$ cat config.mk
export PLATFORM = sky130hd
export DESIGN_NAME = irq_ctrl
export DESIGN_NICKNAME = d
export VERILOG_FILES = /design/src/rtl/irq_ctrl.sv
export SDC_FILE = /design/constraint.sdc
export NUM_CORES = 1
export LEC_CHECK = 0
export CORE_UTILIZATION = 35
export DETAILED_ROUTE_END_ITERATION = 16
export GPL_ROUTABILITY_DRIVEN = 0
export PLACE_DENSITY = 0.92
export REMOVE_ABC_BUFFERS = 1
export SYNTH_ARGS = -nofsm -noshare
export SYNTH_HDL_FRONTEND = slang
export SYNTH_SLANG_ARGS = --single-unit
export TNS_END_PERCENT = 100
$ cat constraint.sdc
create_clock -name clk -period 2.5 [get_ports clk]
set_clock_uncertainty 0.2 [all_clocks]
set_input_delay 0.25 -clock clk [delete_from_list [all_inputs] [get_ports clk]]
set_output_delay 0.25 -clock clk [all_outputs]
set_load 0.01 [all_outputs]
$ cat src/rtl/irq_ctrl.sv
// irq_ctrl: machine timer plus N_EXT edge-triggered lines, prioritised into a single
// request tracked through ack/done. Define IRQ_TIMER_EN to build the mtime/mtimecmp timer.
module irq_ctrl #(
  parameter int          N_EXT     = 4,
  parameter logic [31:0] BASE_ADDR = 32'hFFFF_0000
) (
  input  logic             clk,
  input  logic             rst_n,
  input  logic [N_EXT-1:0] ext_irq,
  input  logic [31:0]      bus_addr,
  input  logic [31:0]      bus_wdata,
  input  logic             bus_we,
  input  logic             bus_re,
  output logic [31:0]      bus_rdata,
  output logic             irq_req,
  output logic [31:0]      irq_cause,
  output logic [3:0]       irq_id,
  input  logic             irq_ack,
  input  logic             irq_done
);
  localparam logic [31:0] CAUSE_EXT = 32'h8000_000B;
  localparam logic [31:0] CAUSE_TMR = 32'h8000_0007;

  typedef enum logic [1:0] {IDLE, REQ, SERVICE} state_t;
  state_t state;

  logic             hit, wr_mtime, wr_cmp, wr_pend, wr_en, ack_ext;
  logic [N_EXT-1:0] sync1, sync2, sync_d, ext_rise, ext_pend, ext_en, ext_act, ext_clr;
  logic             tmr_pend, tmr_en;
  logic [31:0]      mtime_rd, cmp_rd, rd_val;
  logic             win_valid, any_src;
  logic [3:0]       win_id;

  assign hit      = (bus_addr[31:4] == BASE_ADDR[31:4]) && (bus_addr[1:0] == 2'b00);
  assign wr_mtime = bus_we && hit && (bus_addr[3:2] == 2'd0);
  assign wr_cmp   = bus_we && hit && (bus_addr[3:2] == 2'd1);
  assign wr_pend  = bus_we && hit && (bus_addr[3:2] == 2'd2);
  assign wr_en    = bus_we && hit && (bus_addr[3:2] == 2'd3);

`ifdef IRQ_TIMER_EN
  logic [31:0] mtime, mtimecmp;

  always_ff @(posedge clk or negedge rst_n) begin
    if (!rst_n) begin
      mtime    <= '0;
      mtimecmp <= '1;
      tmr_en   <= 1'b0;
    end else begin
      mtime <= wr_mtime ? bus_wdata : mtime + 32'd1;
      if (wr_cmp) mtimecmp <= bus_wdata;
      if (wr_en)  tmr_en   <= bus_wdata[31];
    end
  end

  // Level-sensitive and combinational so the FSM sees it in the same cycle
  assign tmr_pend = (mtime >= mtimecmp);
  assign mtime_rd = mtime;
  assign cmp_rd   = mtimecmp;
`else
  logic unused_timer;
  assign unused_timer = ^{wr_mtime, wr_cmp, bus_wdata};
  assign tmr_pend     = 1'b0;
  assign tmr_en       = 1'b0;
  assign mtime_rd     = '0;
  assign cmp_rd       = '0;
`endif

  // Two synchroniser stages, then a delayed copy for rising-edge detection
  always_ff @(posedge clk or negedge rst_n) begin
    if (!rst_n) begin
      sync1  <= '0;
      sync2  <= '0;
      sync_d <= '0;
    end else begin
      sync1  <= ext_irq;
      sync2  <= sync1;
      sync_d <= sync2;
    end
  end

  assign ext_rise = sync2 & ~sync_d;
  assign ext_act  = ext_pend & ext_en;
  assign ack_ext  = (state == REQ) && irq_ack && (irq_cause == CAUSE_EXT);

  always_comb begin
    ext_clr = '0;
    if (wr_pend) ext_clr = bus_wdata[N_EXT-1:0];
    for (int i = 0; i < N_EXT; i++)
      if (ack_ext && (irq_id == 4'(i))) ext_clr[i] = 1'b1;
  end

  // Clearing is applied before setting so a coincident edge is never lost
  always_ff @(posedge clk or negedge rst_n) begin
    if (!rst_n) begin
      ext_pend <= '0;
      ext_en   <= '0;
    end else begin
      ext_pend <= (ext_pend & ~ext_clr) | ext_rise;
      if (wr_en) ext_en <= bus_wdata[N_EXT-1:0];
    end
  end

  always_comb begin
    win_valid = 1'b0;
    win_id    = '0;
    for (int i = N_EXT - 1; i >= 0; i--) begin
      if (ext_act[i]) begin
        win_valid = 1'b1;
        win_id    = 4'(i);
      end
    end
  end

  assign any_src = win_valid | (tmr_pend & tmr_en);

  always_comb begin
    rd_val = '0;
    if (hit) begin
      case (bus_addr[3:2])
        2'd0: rd_val = mtime_rd;
        2'd1: rd_val = cmp_rd;
        2'd2: begin
          rd_val[N_EXT-1:0] = ext_pend;
          rd_val[31]        = tmr_pend;
        end
        default: begin
          rd_val[N_EXT-1:0] = ext_en;
          rd_val[31]        = tmr_en;
        end
      endcase
    end
  end

  always_ff @(posedge clk or negedge rst_n) begin
    if (!rst_n)      bus_rdata <= '0;
    else if (bus_re) bus_rdata <= rd_val;
  end

  always_ff @(posedge clk or negedge rst_n) begin
    if (!rst_n) begin
      state     <= IDLE;
      irq_req   <= 1'b0;
      irq_cause <= '0;
      irq_id    <= '0;
    end else begin
      case (state)
        IDLE: begin
          if (any_src) begin
            state     <= REQ;
            irq_req   <= 1'b1;
            irq_cause <= win_valid ? CAUSE_EXT : CAUSE_TMR;
            irq_id    <= win_id;
          end
        end
        REQ: begin
          if (irq_ack) begin
            state   <= SERVICE;
            irq_req <= 1'b0;
          end else if (!any_src) begin
            state   <= IDLE;
            irq_req <= 1'b0;
          end
        end
        SERVICE: begin
          if (irq_done) state <= IDLE;
        end
        default: begin
          state   <= IDLE;
          irq_req <= 1'b0;
        end
      endcase
    end
  end
endmodule

Word level (Yosys, flattened, before mapping)
Index checks and enable logic that the tools add are counted.
{ "word_totals": {"out_inout_bits": 69, "input_bits": 74, "ff_bits": 60} }
{ "op_classes": {"bitwise": 7, "reduce_logical": 18, "n_eq_ne": 13, "mux": 24} }
{ "ops": {"columns": ["operator", "n"], "rows": [
  ["equality test 28 bit, second input constant", 1],
  ["2-to-1 mux 4 bit", 5],
  ["AND 4 bit", 3],
  ["2-to-1 mux 1 bit", 11],
  ["logical AND 1 bit", 10],
  ["2-to-1 mux 2 bit", 5],
  ["equality test 4 x 2 -> 1 bit, second input constant", 2],
  ["NOT 4 bit", 2],
  ["one-hot mux 4 bit (2 select lines)", 1],
  ["equality test 2 bit, second input constant", 3],
  ["zero test 2 bit", 3],
  ["one-hot mux 2 bit (3 select lines)", 1],
  ["AND reduction 3 bit", 2],
  ["equality test 2 x 1 -> 1 bit, second input constant", 2],
  ["equality test 4 x 1 -> 1 bit, second input constant", 1],
  ["equality test 4 bit, second input constant", 1],
  ["zero test 4 bit", 1],
  ["!= test 2 bit, second input constant", 2],
  ["bitwise OR 4 bit", 1],
  ["!= test 3 bit, second input constant", 1],
  ["one-hot mux 1 bit (3 select lines)", 1],
  ["AND reduction 2 bit", 1],
  ["OR reduction 2 bit", 1],
  ["NOT 1 bit", 1]
]} }

Depth between registers and ports, before layout
Gate-level depths: netlist of run 1.
{ "logic_depth": {"word_depth": 9, "ltp_mapped": 5, "mapped_depth_nobuf": 4} }

Worst setup path after synthesis of run 1
Ideal clock, no wire load.
{ "synth_timing": {"path_kind": "input to register", "start": "input bus_addr[10]", "end": "register ext_en[0]", "t_required_ns": 2.175, "path_slack_ns": 0.775, "setup_time_ns": 0.125, "t_arrival_ns": 1.401, "stages": 4, "cell_sequence": "nor4_1 -> nand4_2 -> nor3_4 -> mux2_2"} }
{ "synth_between": {"elab_chain_len": 4} }
{ "synth_rtl": {"columns": ["item", "line_no", "source"], "rows": [
  ["start, declared", "10", "input logic [31:0] bus_addr,"],
  ["equality test 28 bit", "34", "assign hit = (bus_addr[31:4] == BASE_ADDR[31:4]) && (bus_addr[1:0] == 2'b00);"],
  ["logical AND 1 bit", "34", null],
  ["logical AND 1 bit (2 in series)", "38", "assign wr_en = bus_we && hit && (bus_addr[3:2] == 2'd3);"],
  ["end signal, assigned", "99", "if (wr_en) ext_en <= bus_wdata[N_EXT-1:0];"],
  ["end, declared", "28", "logic [N_EXT-1:0] sync1, sync2, sync_d, ext_rise, ext_pend, ext_en, ext_act, ext_clr;"]
]} }
No other way between the ends.
A chain may end at the register's enable or synchronous reset.

Worst setup path in the final report of run 1
{ "layout_timing": {"start": "input bus_addr[10]", "end": "register ext_en[3]"} }
Same word-level chain as after synthesis.

==> results of run 1 <==
-- state kept, by name, summed over array words and instances, names as in the netlist --
name       cells
ext_pend       4
irq_id         2
sync1          4
state          2
sync_d         4
bus_rdata      4
irq_cause      1
ext_en         4
irq_req        1
sync2          4
-- cell usage after synthesis, drive strengths merged (3+ instances only) --
library cell,n
inv,10
nand2,14
nor3,6
o22ai,8
o21ai,3
mux2,9
and4b,3
buf,62
dfrtp,30
-- cells in the final DEF, fill, tap and decap left out, drive strengths merged --
cell type	Yosys	final
a32oi	1	1
a22oi	2	2
nand2b	1	1
nor2	1	1
nand2	14	14
conb	1	58
nand3	2	2
nor3b	1	1
or2	2	2
o32a	1	1
o31ai	1	1
clkdlybuf4s50	0	56
nor2b	1	1
clkinv	0	1
o22ai	8	8
a21o	2	2
and4b	3	3
a21oi	2	2
nor3	6	6
nor4	2	2
nor4bb	1	1
dfrtp	30	30
and4	2	2
a211oi	1	1
o21ai	3	3
mux2	9	9
nand4	2	2
clkbuf	1	7
inv	10	10
buf	62	2
-- worst max-delay path: cells and delay by family --
family	cells	cell delay, ns
multiplexers	1	0.38
buffers and inverters	1	0.41
AND/OR/NAND/NOR	3	0.94
-- per-layer routing --
layer	up-vias	global-route usage [%]
li1	579	-
met1	558	13.11
met2	57	24.61
met3	11	4.167
met4	0	5.882
met5	-	0
-- per-stage QoR --
step | total power [mW] | util (%) | std cells | setup WS [ns] | hold slack [ns]
after floorplan | 0.5585 | - | 166 | 0.7745 | -0.2456
after global placement | 0.6425 | 45.00 | 291 | 0.2234 | 0.1334
after detailed placement | 0.6456 | 45.00 | 291 | 0.1768 | 0.1347
after CTS | 1.038 | 46.92 | 299 | 0.4706 | 0.1482
after global routing | 1.080 | 46.92 | 299 | 0.3790 | 0.1565
final | 1.029 | 46.92 | 299 | 0.4776 | 0.1476
-- layout make-up --
cell class,instances,area (um^2)
tap,67,83.83
timing repair buffer,58,575.6
fill,455,2524
multi-input combinational,126,691.9
clock buffer,7,86.33
inverter,10,37.54
clock inverter,1,5.005
sequential,30,750.7
-- cell families (layout without fill, tap and decap cells) --
group / after synthesis / count (layout)
buffers and inverters: 73 / 76
AND/OR/NAND/NOR: 38 / 38
flip-flops: 30 / 30
AO/OA/AOI/OAI: 21 / 21
multiplexers: 9 / 9
other: 1 / 58
-- report_power, final --
part           switching [mW]  total (mW)  internal [mW]
Sequential            0.00321       0.499          0.495
Combinational          0.0688       0.140         0.0710
Clock                   0.169       0.390          0.221
-- worst max-delay path by stage --
stage	from	end	slack [ns]
finish	bus_addr[10]	ext_en[3]	0.48
global route	bus_addr[9]	ext_en[3]	0.38
CTS	bus_addr[10]	ext_en[3]	0.47
detailed placement	bus_addr[10]	ext_en[3]	0.18
global placement	bus_addr[10]	ext_en[0]	0.22
floorplan	bus_addr[10]	ext_en[0]	0.77
==> tab_implementation.tex, run 1 <==
\begin{tabular}{lr}
\hline
Metric & Value \\
\hline
\multicolumn{2}{l}{\textbf{Route}} \\
\quad Starting DRT DRC Count & 33 \\
\quad Post-detailed-route via-to-cell ratio & 4.030 \\
\quad WL/cell & 10.67 um \\
\quad DR pass1 iterations & 4 \\
\quad Count of nets left with antenna violations after detail routing & 0 \\
\quad Highest layer used for signal routing & met4 \\
\quad Metal3 WL & 177 um \\
\quad Detailed-route via count & 1205 \\
\quad Routed WL & 3190 um \\
\quad Residual DRC & 0 \\
\quad M1 WL & 1191 um \\
\quad Amount of wire on met2 after detailed routing & 1752 um \\
\multicolumn{2}{l}{\textbf{Setup path}} \\
\quad Worst r2r src & ext\_pend[1] \\
\quad CP Data Required Time & 2.46 ns \\
\quad Ordered cell list for the critical path & clkdlybuf4s50\_1 -> nor4\_1 -> nand4\_2 -> nor3\_4 -> mux2\_2 \\
\quad Data arrival time of the worst path & 1.98 ns \\
\quad Worst reg2reg path endpoint & irq\_id[0] \\
\quad Worst r2r path cells & 3 \\
\quad Crit-path max cell delay & 0.41 ns \\
\quad Reg-to-reg slack, setup & 0.92 ns \\
\quad Slowest stage cell on the critical path & sky130\_fd\_sc\_hd\_\_clkdlybuf4s50\_1 \\
\quad Type of origin of the critical path & primary input \\
\quad Classification of the worst setup path & in -> reg \\
\quad Maximum fanout along the worst path & 6 \\
\quad CP Capture Type & flop \\
\multicolumn{2}{l}{\textbf{Yosys}} \\
\quad Multiplexer share of the synthesized area & 5.853\% \\
\quad Cell type with the highest aggregate area in the netlist & sky130\_fd\_sc\_hd\_\_dfrtp\_1 \\
\quad Share of flip-flops with an asynchronous set or reset after synthesis & 100.0\% \\
\quad Post-synthesis simple-gate area fraction & 13.51\% \\
\quad Post-synth top area share & 43.35\% \\
\quad Compound-cell area share of the yosys netlist & 8.020\% \\
\quad Post-synthesis instance total & 172 \\
\quad Cell types occupying the most area after synthesis & sky130\_fd\_sc\_hd\_\_dfrtp\_1 (43\%), sky130\_fd\_sc\_hd\_\_buf\_4 (26\%), sky130\_fd\_sc\_hd\_\_mux2\_2 (5.9\%) \\
\quad Flops \& latches, synth & 30 \\
\quad Post-synth EDFFs & 0 \\
\quad Main synth FF type & sky130\_fd\_sc\_hd\_\_dfrtp\_1 \\
\quad Syn Std Cell Area & 1732 um\^{}2 \\
\quad Combinational family with the most area after synthesis & buffers and inverters \\
\quad Mean instance size in the synthesized netlist & 10.07 um\^{}2 \\
\quad Synth Area in Adders & 0\% \\
\quad Share of synthesized area occupied by flip-flops and latches & 43.35\% \\
\quad Number of distinct library cells after synthesis & 32 \\
\quad Xor and xnor fraction of the mapped netlist area & 0\% \\
\quad Total of warnings raised by yosys & 0 \\
\multicolumn{2}{l}{\textbf{Cells and area}} \\
\quad Cell area after layout & 2231 um\^{}2 \\
\quad Diodes inserted & 0 \\
\quad Relative area change from synthesis to final layout & 28.83\% \\
\quad Ratio of cells with drive above 1 in the final layout & 11.21\% \\
\quad Final Net Count & 305 \\
\multicolumn{2}{l}{\textbf{Timing}} \\
\quad Share of the clock period used by the worst path after layout & 80.90\% \\
\quad Setup-failing EPs final & 0 \\
\quad Setup TNS after final layout & 0 ns \\
\quad Minimum clock period after layout & 2.022 ns \\
\quad Unrepaired setup endpoints after global routing & false \\
\quad Count of endpoints failing hold in the final timing report & 0 \\
\quad Fmax & 494.5 MHz \\
\quad Final count of pins violating max slew & 0 \\
\multicolumn{2}{l}{\textbf{Die}} \\
\quad Die area & 5233 um\^{}2 \\
\quad Number of rows created at floorplan & 25 \\
\quad Initial standard-cell utilization of the core & 36.42\% \\
\quad Core area & 4755 um\^{}2 \\
\quad I/O pin count & 143 \\
\quad DIE WIDTH & 72.34 um \\
\quad Height of the die & 72.34 um \\
\multicolumn{2}{l}{\textbf{Clocking}} \\
\quad Number of buffers created by CTS & 5 \\
\quad Clock transition at path regs & 0.06 ns \\
\quad Post CTS Setup Buffer Count & 0 \\
\quad Maximum level of the CTS H-tree & 2 \\
\quad Post-CTS resize count & 0 \\
\quad TritonCTS clock tree & built \\
\quad Clock Tree Buf Depth & 2 \\
\quad Clock net sink count & 30 \\
\quad CTS Hold Bufs & 0 \\
\quad Clock latency of the later-clocked register in the worst-skew pair & 0.27 ns \\
\quad CTS root buffer & sky130\_fd\_sc\_hd\_\_clkbuf\_8 \\
\multicolumn{2}{l}{\textbf{Global route}} \\
\quad Vias in the first global route & 1171 \\
\quad Global-route usage over all layers & 13.12\% \\
\quad Wire length of the first global-routing pass & 5181 um \\
\quad Number of antenna violations at the first check in global routing & 0 \\
\quad Maximum number of pins on one net before global-route repair & 31 \\
\quad Total global routing overflow & 0 \\
\multicolumn{2}{l}{\textbf{Min path}} \\
\quad Worst hold path class & reg -> reg \\
\quad Worst Min Path Start & sync1[2] \\
\quad Destination of the worst hold path & sync2[2] \\
\quad Number of cells on the worst hold path & 0 \\
\multicolumn{2}{l}{\textbf{Place}} \\
\quad Count of buffers from port buffering & 56 \\
\quad Area of placed instances & 2140 um\^{}2 \\
\quad HPWL reported at the end of detailed placement & 2504 um \\
\multicolumn{2}{l}{\textbf{Pwr}} \\
\quad Worst VDD drop & 0.0003180 V \\
\quad Total power per unit cell area & 461.1 nW/um\^{}2 \\
\quad Reported leakage power & 1.028 nW \\
\multicolumn{2}{l}{\textbf{Flow run}} \\
\quad Number of maximum-capacitance violations & 0 \\
\multicolumn{2}{l}{\textbf{Run status}} \\
\quad Run status & complete, no violations \\
\hline
\end{tabular}
Note: power is estimated with default switching activity, not from simulation.
==> run 2: changes to the inputs <==
CORE_UTILIZATION = 29   (was 35)
PLACE_DENSITY = 0.82   (was 0.92)
clock period = 1.81 ns   (was 2.5 ns; I/O delays follow)
==> tab_implementation.tex, run 2 (synthesized netlist as in run 1, its figures left out) <==
\begin{tabular}{lr}
\hline
Metric & Value \\
\hline
\multicolumn{2}{l}{\textbf{Clocking}} \\
\quad Clock transition at path regs & 0.06 ns (about the same) \\
\quad TritonCTS clock tree & built \\
\quad Post CTS Setup Buffer Count & 0 (unchanged) \\
\quad Maximum level of the CTS H-tree & 2 (unchanged) \\
\quad Clock latency of the later-clocked register in the worst-skew pair & 0.28 ns (about the same) \\
\quad CTS Hold Bufs & 0 (unchanged) \\
\quad Number of buffers created by CTS & 5 (unchanged) \\
\quad Clock net sink count & 30 (unchanged) \\
\quad CTS root buffer & sky130\_fd\_sc\_hd\_\_clkbuf\_8 \\
\quad Clock Tree Buf Depth & 2 (unchanged) \\
\multicolumn{2}{l}{\textbf{Setup path}} \\
\quad Worst r2r src & ext\_en[1] \\
\quad Family with the most delay on the worst path & simple AND/OR/NAND/NOR gates \\
\quad Slowest stage cell on the critical path & sky130\_fd\_sc\_hd\_\_clkdlybuf4s50\_1 \\
\quad CP Data Required Time & 1.78 ns (-0.68 ns) \\
\quad Maximum fanout along the worst path & 4 (-2) \\
\quad CP startpoint & bus\_addr[22] \\
\quad Data arrival time of the worst path & 1.73 ns (-0.25 ns) \\
\quad Classification of the worst setup path & in -> reg \\
\quad Ordered cell list for the critical path & clkdlybuf4s50\_1 -> and4\_2 -> nand4\_4 -> nor3\_4 -> mux2\_4 \\
\quad CP Capture Type & flop \\
\quad Total buffers and inverters traversed by the critical path & 1 (unchanged) \\
\quad Reg-to-reg slack, setup & 0.20 ns (-0.72 ns) \\
\quad Crit-path max cell delay & 0.47 ns (+0.06 ns) \\
\quad Type of origin of the critical path & primary input \\
\multicolumn{2}{l}{\textbf{Cells and area}} \\
\quad Ratio of cells with drive above 1 in the final layout & 13.79\% (+2.6 points) \\
\quad Commonest cells after routing, fill and taps aside & sky130\_fd\_sc\_hd\_\_conb\_1 (58), sky130\_fd\_sc\_hd\_\_clkdlybuf4s50\_1 (45), sky130\_fd\_sc\_hd\_\_dfrtp\_1 (30) \\
\quad Most frequent standard cell in the layout excluding fill and tap cells & sky130\_fd\_sc\_hd\_\_conb\_1 \\
\quad Number of fillers in the final layout & 555 (+22\%) \\
\quad Relative area change from synthesis to final layout & 33.96\% \\
\quad Diodes inserted & 0 (unchanged) \\
\quad Final Net Count & 307 (+0.66\%) \\
\multicolumn{2}{l}{\textbf{Timing}} \\
\quad Fmax & 566.1 MHz \\
\quad Worst-case setup margin in the final layout & 0.04361 ns (-0.4340 ns) \\
\quad Unrepaired setup endpoints after global routing & false \\
\quad Final count of pins violating max slew & 0 (unchanged) \\
\quad Count of endpoints failing hold in the final timing report & 0 (unchanged) \\
\quad Setup-failing EPs final & 0 (unchanged) \\
\quad Minimum clock period after layout & 1.766 ns \\
\quad Share of the clock period used by the worst path after layout & 97.59\% \\
\quad Worst slack on hold paths & 0.09325 ns (-0.05431 ns) \\
\multicolumn{2}{l}{\textbf{Flow run}} \\
\quad Number of maximum-capacitance violations & 0 (unchanged) \\
\multicolumn{2}{l}{\textbf{Pwr}} \\
\quad Reported leakage power & 1.123 nW (+9.3\%) \\
\quad Post-layout total power & 1.415 mW (+38\%) \\
\quad Fraction of power consumed by sequential logic & 48.7\% (+0.2 points) \\
\quad Combinational group share of total power & 14.2\% (+0.6 points) \\
\quad Total power per unit cell area & 610.0 nW/um\^{}2 (+32\%) \\
\quad Worst VDD drop & 0.0003561 V (+12\%) \\
\quad Total net switching power & 340.3 uW (+41\%) \\
\quad Portion of total power attributed to the clock network & 37.1\% (-0.8 points) \\
\quad Cell-internal power & 1.075 mW (+36\%) \\
\quad Share of total power consumed by net switching & 24.05\% (+0.65 points) \\
\multicolumn{2}{l}{\textbf{Die}} \\
\quad I/O pin count & 143 (unchanged) \\
\quad Core area & 5642 um\^{}2 (+19\%) \\
\quad DIE WIDTH & 79.28 um (+9.6\%) \\
\quad Initial standard-cell utilization of the core & 30.69\% (-5.7 points) \\
\quad Number of rows created at floorplan & 27 (+8.0\%) \\
\quad Die area & 6285 um\^{}2 (+20\%) \\
\quad Height of the die & 79.28 um (+9.6\%) \\
\multicolumn{2}{l}{\textbf{Route}} \\
\quad Post-detailed-route via-to-cell ratio & 4.059 (+0.72\%) \\
\quad WL/cell & 11.55 um (+8.2\%) \\
\quad DR pass1 iterations & 5 (+1) \\
\quad Residual DRC & 0 (unchanged) \\
\quad Routed WL & 3510 um (+10\%) \\
\quad Count of nets left with antenna violations after detail routing & 0 (unchanged) \\
\quad Starting DRT DRC Count & 52 (+58\%) \\
\quad Detailed-route via count & 1234 (+2.4\%) \\
\multicolumn{2}{l}{\textbf{Place}} \\
\quad Count of buffers from port buffering & 56 (unchanged) \\
\quad DP Worst Slack & -0.3737 ns (-0.5505 ns) \\
\quad HPWL reported at the end of detailed placement & 2691 um (+7.5\%) \\
\multicolumn{2}{l}{\textbf{Global route}} \\
\quad GR Util met1 & 12.03\% (-1.1 points) \\
\quad Vias in the first global route & 1156 (-1.3\%) \\
\quad Met2 routing resource usage after global routing & 20.69\% (-3.9 points) \\
\quad Maximum number of pins on one net before global-route repair & 31 (unchanged) \\
\quad Wire length of the first global-routing pass & 5409 um (+4.4\%) \\
\quad Global-route met3 utilization & 4.368\% (+0.20 points) \\
\quad Number of antenna violations at the first check in global routing & 0 (unchanged) \\
\quad Highest-utilization routing layer at the global route stage & met2 \\
\quad Total global routing overflow & 0 (unchanged) \\
\quad Global-route usage over all layers & 11.40\% (-1.7 points) \\
\multicolumn{2}{l}{\textbf{Min path}} \\
\quad Worst hold path class & in -> async \\
\multicolumn{2}{l}{\textbf{Run status}} \\
\quad Run status & complete, no violations \\
\hline
\end{tabular}
## run 2: cell count changes in the layout (fill, tap and decap cells not counted), sizes merged
cell           before  now
dlymetal6s2s        0    7
clkbuf              7    6
clkdlybuf4s50      56   45
clkinv              1    0
buf                 2    4
dlygate4sd2         0    4
## run 2: final timing paths
| check | cells past startpoint | to |
|---|---|---|
| setup / recovery | 5 | ext_en[2] |
| hold / removal | 2 | ext_pend[2] |
| setup reg to reg | 3 | irq_id[0] |
| hold reg to reg | 0 | sync2[3] |
| max in group asynchronous | 2 | sync_d[2] |
| min in group clk | 1 | sync1[3] |
## run 2: layer usage
layer  vias to the layer above  wire, um  part of all wire [%]
li1                        581         -                     -
met1                       563      1341                    38
met2                        78      1861                    53
met3                        12       245                   7.0
met4                         0        61                   1.7
met5                         -         0                     0
## run 2: through the flow
stage | instance area (um^2) | util, % | setup TNS, ns | instances
after floorplan | 1480 | - | 0 | 166
after global placement | 2161 | 38.30 | -2.398 | 298
after detailed placement | 2161 | 38.30 | -3.510 | 298
after CTS | 2266 | 40.16 | 0 | 304
after global routing | 2320 | 41.12 | 0 | 304
final | 2320 | 41.12 | 0 | 304
## run 2: timing repair
item / CTS / global route
pin swaps: 5 / 5
gates cloned: 0 / 0
setup endpoints to repair: 8 / 8
gates resized for setup: 10 / 13
hold endpoints to repair: 0 / 0
## run 2: worst register-to-register path, delay by kind of cell (launching register included)
kind,cells,cell delay [ns]
muxes,1,0.37
DFF,1,0.41
AOI/OAI and AO/OA,2,0.52
## run 2: power by group through the flow
stage	combinational [mW]	clock, mW	sequential, mW
3_5_place_dp	0.195	0	0.701
4_1_cts	0.195	0.537	0.689
5_1_grt	0.221	0.567	0.690
2_1_floorplan	0.0716	0	0.700
3_3_place_gp	0.191	0	0.700
6_report	0.201	0.525	0.689
## run 2: final cells by class
| cell class | count | area (um^2) | share of cell area [%] |
|---|---|---|---|
| Multi-Input combinational cell | 126 | 755.7 | 32.58 |
| Sequential cell | 30 | 750.7 | 32.36 |
| Timing Repair Buffer | 60 | 603.1 | 26.00 |
| Tap cell | 72 | 90.09 | 3.884 |
| Clock buffer | 6 | 82.58 | 3.560 |
| Inverter | 10 | 37.54 | 1.618 |
==> run 3: changes to the inputs <==
CORE_UTILIZATION = 33   (was 29)
PLACE_DENSITY = 0.88   (was 0.82)
clock period = 1.8 ns   (was 1.81 ns; I/O delays follow)
==> tab_implementation.tex, run 3 (synthesized netlist as in run 1, its figures left out) <==
\begin{tabular}{lr}
\hline
Metric & Value \\
\hline
\multicolumn{2}{l}{\textbf{Route}} \\
\quad Routed WL & 3256 um (-7.2\%) \\
\quad Starting DRT DRC Count & 72 (+38\%) \\
\quad Detailed-route via count & 1238 (+0.32\%) \\
\quad WL/cell & 10.71 um (-7.2\%) \\
\quad Count of nets left with antenna violations after detail routing & 0 (unchanged) \\
\quad Residual DRC & 0 (unchanged) \\
\quad DR pass1 iterations & 5 (unchanged) \\
\quad Post-detailed-route via-to-cell ratio & 4.072 (+0.32\%) \\
\multicolumn{2}{l}{\textbf{Die}} \\
\quad Number of rows created at floorplan & 26 (-3.7\%) \\
\quad I/O pin count & 143 (unchanged) \\
\quad Core area & 5075 um\^{}2 (-10\%) \\
\quad Initial standard-cell utilization of the core & 34.12\% (+3.4 points) \\
\quad DIE WIDTH & 74.44 um (-6.1\%) \\
\quad Die area & 5541 um\^{}2 (-12\%) \\
\quad Height of the die & 74.44 um (-6.1\%) \\
\multicolumn{2}{l}{\textbf{Global route}} \\
\quad Total global routing overflow & 0 (unchanged) \\
\quad Vias in the first global route & 1138 (-1.6\%) \\
\quad Number of antenna violations at the first check in global routing & 0 (unchanged) \\
\quad Wire length of the first global-routing pass & 4954 um (-8.4\%) \\
\quad Global-route usage over all layers & 12.31\% (+0.90 points) \\
\quad Maximum number of pins on one net before global-route repair & 31 (unchanged) \\
\multicolumn{2}{l}{\textbf{Clocking}} \\
\quad Clock Tree Buf Depth & 2 (unchanged) \\
\quad Clock latency of the later-clocked register in the worst-skew pair & 0.28 ns (about the same) \\
\quad Maximum level of the CTS H-tree & 2 (unchanged) \\
\quad Number of buffers created by CTS & 5 (unchanged) \\
\quad CTS root buffer & sky130\_fd\_sc\_hd\_\_clkbuf\_8 \\
\quad Clock net sink count & 30 (unchanged) \\
\quad TritonCTS clock tree & built \\
\quad Clock transition at path regs & 0.07 ns (about the same) \\
\quad CTS Hold Bufs & 0 (unchanged) \\
\multicolumn{2}{l}{\textbf{Cells and area}} \\
\quad Commonest cells after routing, fill and taps aside & sky130\_fd\_sc\_hd\_\_conb\_1 (58), sky130\_fd\_sc\_hd\_\_clkdlybuf4s50\_1 (47), sky130\_fd\_sc\_hd\_\_dfrtp\_1 (30) \\
\quad Share of the core filled with cells in the final layout & 46.70\% (+5.6 points) \\
\quad Diodes inserted & 0 (unchanged) \\
\quad Number of fillers in the final layout & 495 (-11\%) \\
\quad Cell area after layout & 2370 um\^{}2 (+2.2\%) \\
\quad Most frequent standard cell in the layout excluding fill and tap cells & sky130\_fd\_sc\_hd\_\_conb\_1 \\
\quad Final Net Count & 307 (unchanged) \\
\quad Ratio of cells with drive above 1 in the final layout & 13.68\% (-0.12 points) \\
\quad Relative area change from synthesis to final layout & 36.85\% \\
\quad Finished Layout Cells & 304 (unchanged) \\
\multicolumn{2}{l}{\textbf{Place}} \\
\quad DP Worst Slack & -0.3455 ns (+0.02818 ns) \\
\quad Area of placed instances & 2158 um\^{}2 (-0.12\%) \\
\quad HPWL reported at the end of detailed placement & 2505 um (-6.9\%) \\
\quad Placed cell count & 296 (-0.67\%) \\
\quad Count of buffers from port buffering & 56 (unchanged) \\
\multicolumn{2}{l}{\textbf{Pwr}} \\
\quad Reported leakage power & 1.157 nW (+3.0\%) \\
\quad Worst VDD drop & 0.0003419 V (-4.0\%) \\
\quad Post-layout total power & 1.734 mW (+23\%) \\
\quad Total power per unit cell area & 731.5 nW/um\^{}2 (+20\%) \\
\multicolumn{2}{l}{\textbf{Timing}} \\
\quad Fmax & 574.8 MHz \\
\quad Setup-failing EPs final & 0 (unchanged) \\
\quad Worst slack on hold paths & 0.08218 ns (-0.01107 ns) \\
\quad Minimum clock period after layout & 1.740 ns \\
\quad Final count of pins violating max slew & 0 (unchanged) \\
\quad Setup TNS after final layout & 0 ns (unchanged) \\
\quad Worst-case setup margin in the final layout & 0.06021 ns (+0.01659 ns) \\
\quad Count of endpoints failing hold in the final timing report & 0 (unchanged) \\
\quad Share of the clock period used by the worst path after layout & 96.66\% \\
\multicolumn{2}{l}{\textbf{Setup path}} \\
\quad Worst reg2reg path endpoint & irq\_id[0] \\
\quad Data arrival time of the worst path & 1.70 ns (-0.03 ns) \\
\quad Crit-path max cell delay & 0.45 ns (-0.02 ns) \\
\quad Maximum fanout along the worst path & 4 (unchanged) \\
\quad Type of origin of the critical path & primary input \\
\quad CP startpoint & bus\_addr[16] \\
\quad Classification of the worst setup path & in -> reg \\
\quad CP Data Required Time & 1.76 ns (-0.02 ns) \\
\quad Worst r2r src & ext\_pend[1] \\
\quad Critical path destination & ext\_en[1] \\
\quad CP Capture Type & flop \\
\quad Ordered cell list for the critical path & clkdlybuf4s50\_1 -> and4b\_2 -> nand4\_2 -> nor3\_4 -> mux2\_4 \\
\quad Slowest stage cell on the critical path & sky130\_fd\_sc\_hd\_\_clkdlybuf4s50\_1 \\
\quad Reg-to-reg slack, setup & 0.24 ns (+0.04 ns) \\
\quad Worst r2r path cells & 3 (unchanged) \\
\multicolumn{2}{l}{\textbf{Min path}} \\
\quad Worst hold path class & in -> async \\
\multicolumn{2}{l}{\textbf{Run status}} \\
\quad Run status & complete, no violations \\
\multicolumn{2}{l}{\textbf{Flow run}} \\
\quad Number of maximum-capacitance violations & 0 (unchanged) \\
\hline
\end{tabular}
-- run 3: cell count changes in the layout (fill, tap and decap cells not counted), moves of 2 or more --
cell	previous run	this run
sky130_fd_sc_hd__dlygate4sd2_1	4	0
sky130_fd_sc_hd__bufinv_16	0	2
sky130_fd_sc_hd__dlymetal6s2s_1	7	9
sky130_fd_sc_hd__clkdlybuf4s50_1	45	47
-- run 3: repair_timing --
action | CTS | global route
endpoints found under the hold margin | 0 | 0
gates resized for setup | 2 | 16
setup endpoints to repair | 6 | 9
pin swaps | 2 | 6
setup buffers | 0 | 0
gates cloned | 0 | 0
-- run 3: final cells by class --
| class | instances | area [um^2] | share of cell area, % |
|---|---|---|---|
| sequential | 30 | 750.7 | 31.68 |
| timing repair buffer | 60 | 616.8 | 26.03 |
| clock buffer | 6 | 82.58 | 3.485 |
| tap | 70 | 87.58 | 3.696 |
| multi-input combinational | 126 | 734.5 | 30.99 |
| clock inverter | 2 | 60.06 | 2.534 |
| inverter | 10 | 37.54 | 1.584 |
-- run 3: where the power goes --
part | switching, mW | internal, mW | leakage [nW]
registers | 0.00473 | 0.688 | 0.371
logic | 0.0990 | 0.0999 | 0.715
clock network | 0.252 | 0.590 | 0.0714
total | 0.356 | 1.38 | 1.16
-- run 3: layer usage --
layer / wire length [um] / track usage [%] / vias to the layer above / part of all wire [%]
met4: 40 / 5.660 / 0 / 1.2
met3: 305 / 5.014 / 5 / 9.4
li1: - / - / 586 / -
met5: 0 / 0 / - / 0
met1: 1321 / 13.57 / 577 / 41
met2: 1589 / 20.72 / 70 / 49
-- run 3: how the worst min path moves through the flow --
stage               startpoint            to  slack (ns)  depth (start not counted)
global route             rst_n      state[1]        0.12                          2
CTS                      rst_n      state[0]        0.09                          2
detailed placement    sync1[3]      sync2[3]        0.13                          0
floorplan                rst_n  bus_rdata[0]       -0.32                          0
global placement      sync1[3]      sync2[3]        0.13                          0
finish                   rst_n      state[0]        0.08                          2
-- run 3: worst max-delay path, delay by kind of cell --
kind | cells | cell delay, ns
buf+inv | 1 | 0.45
mux | 1 | 0.34
simple gates | 3 | 0.72
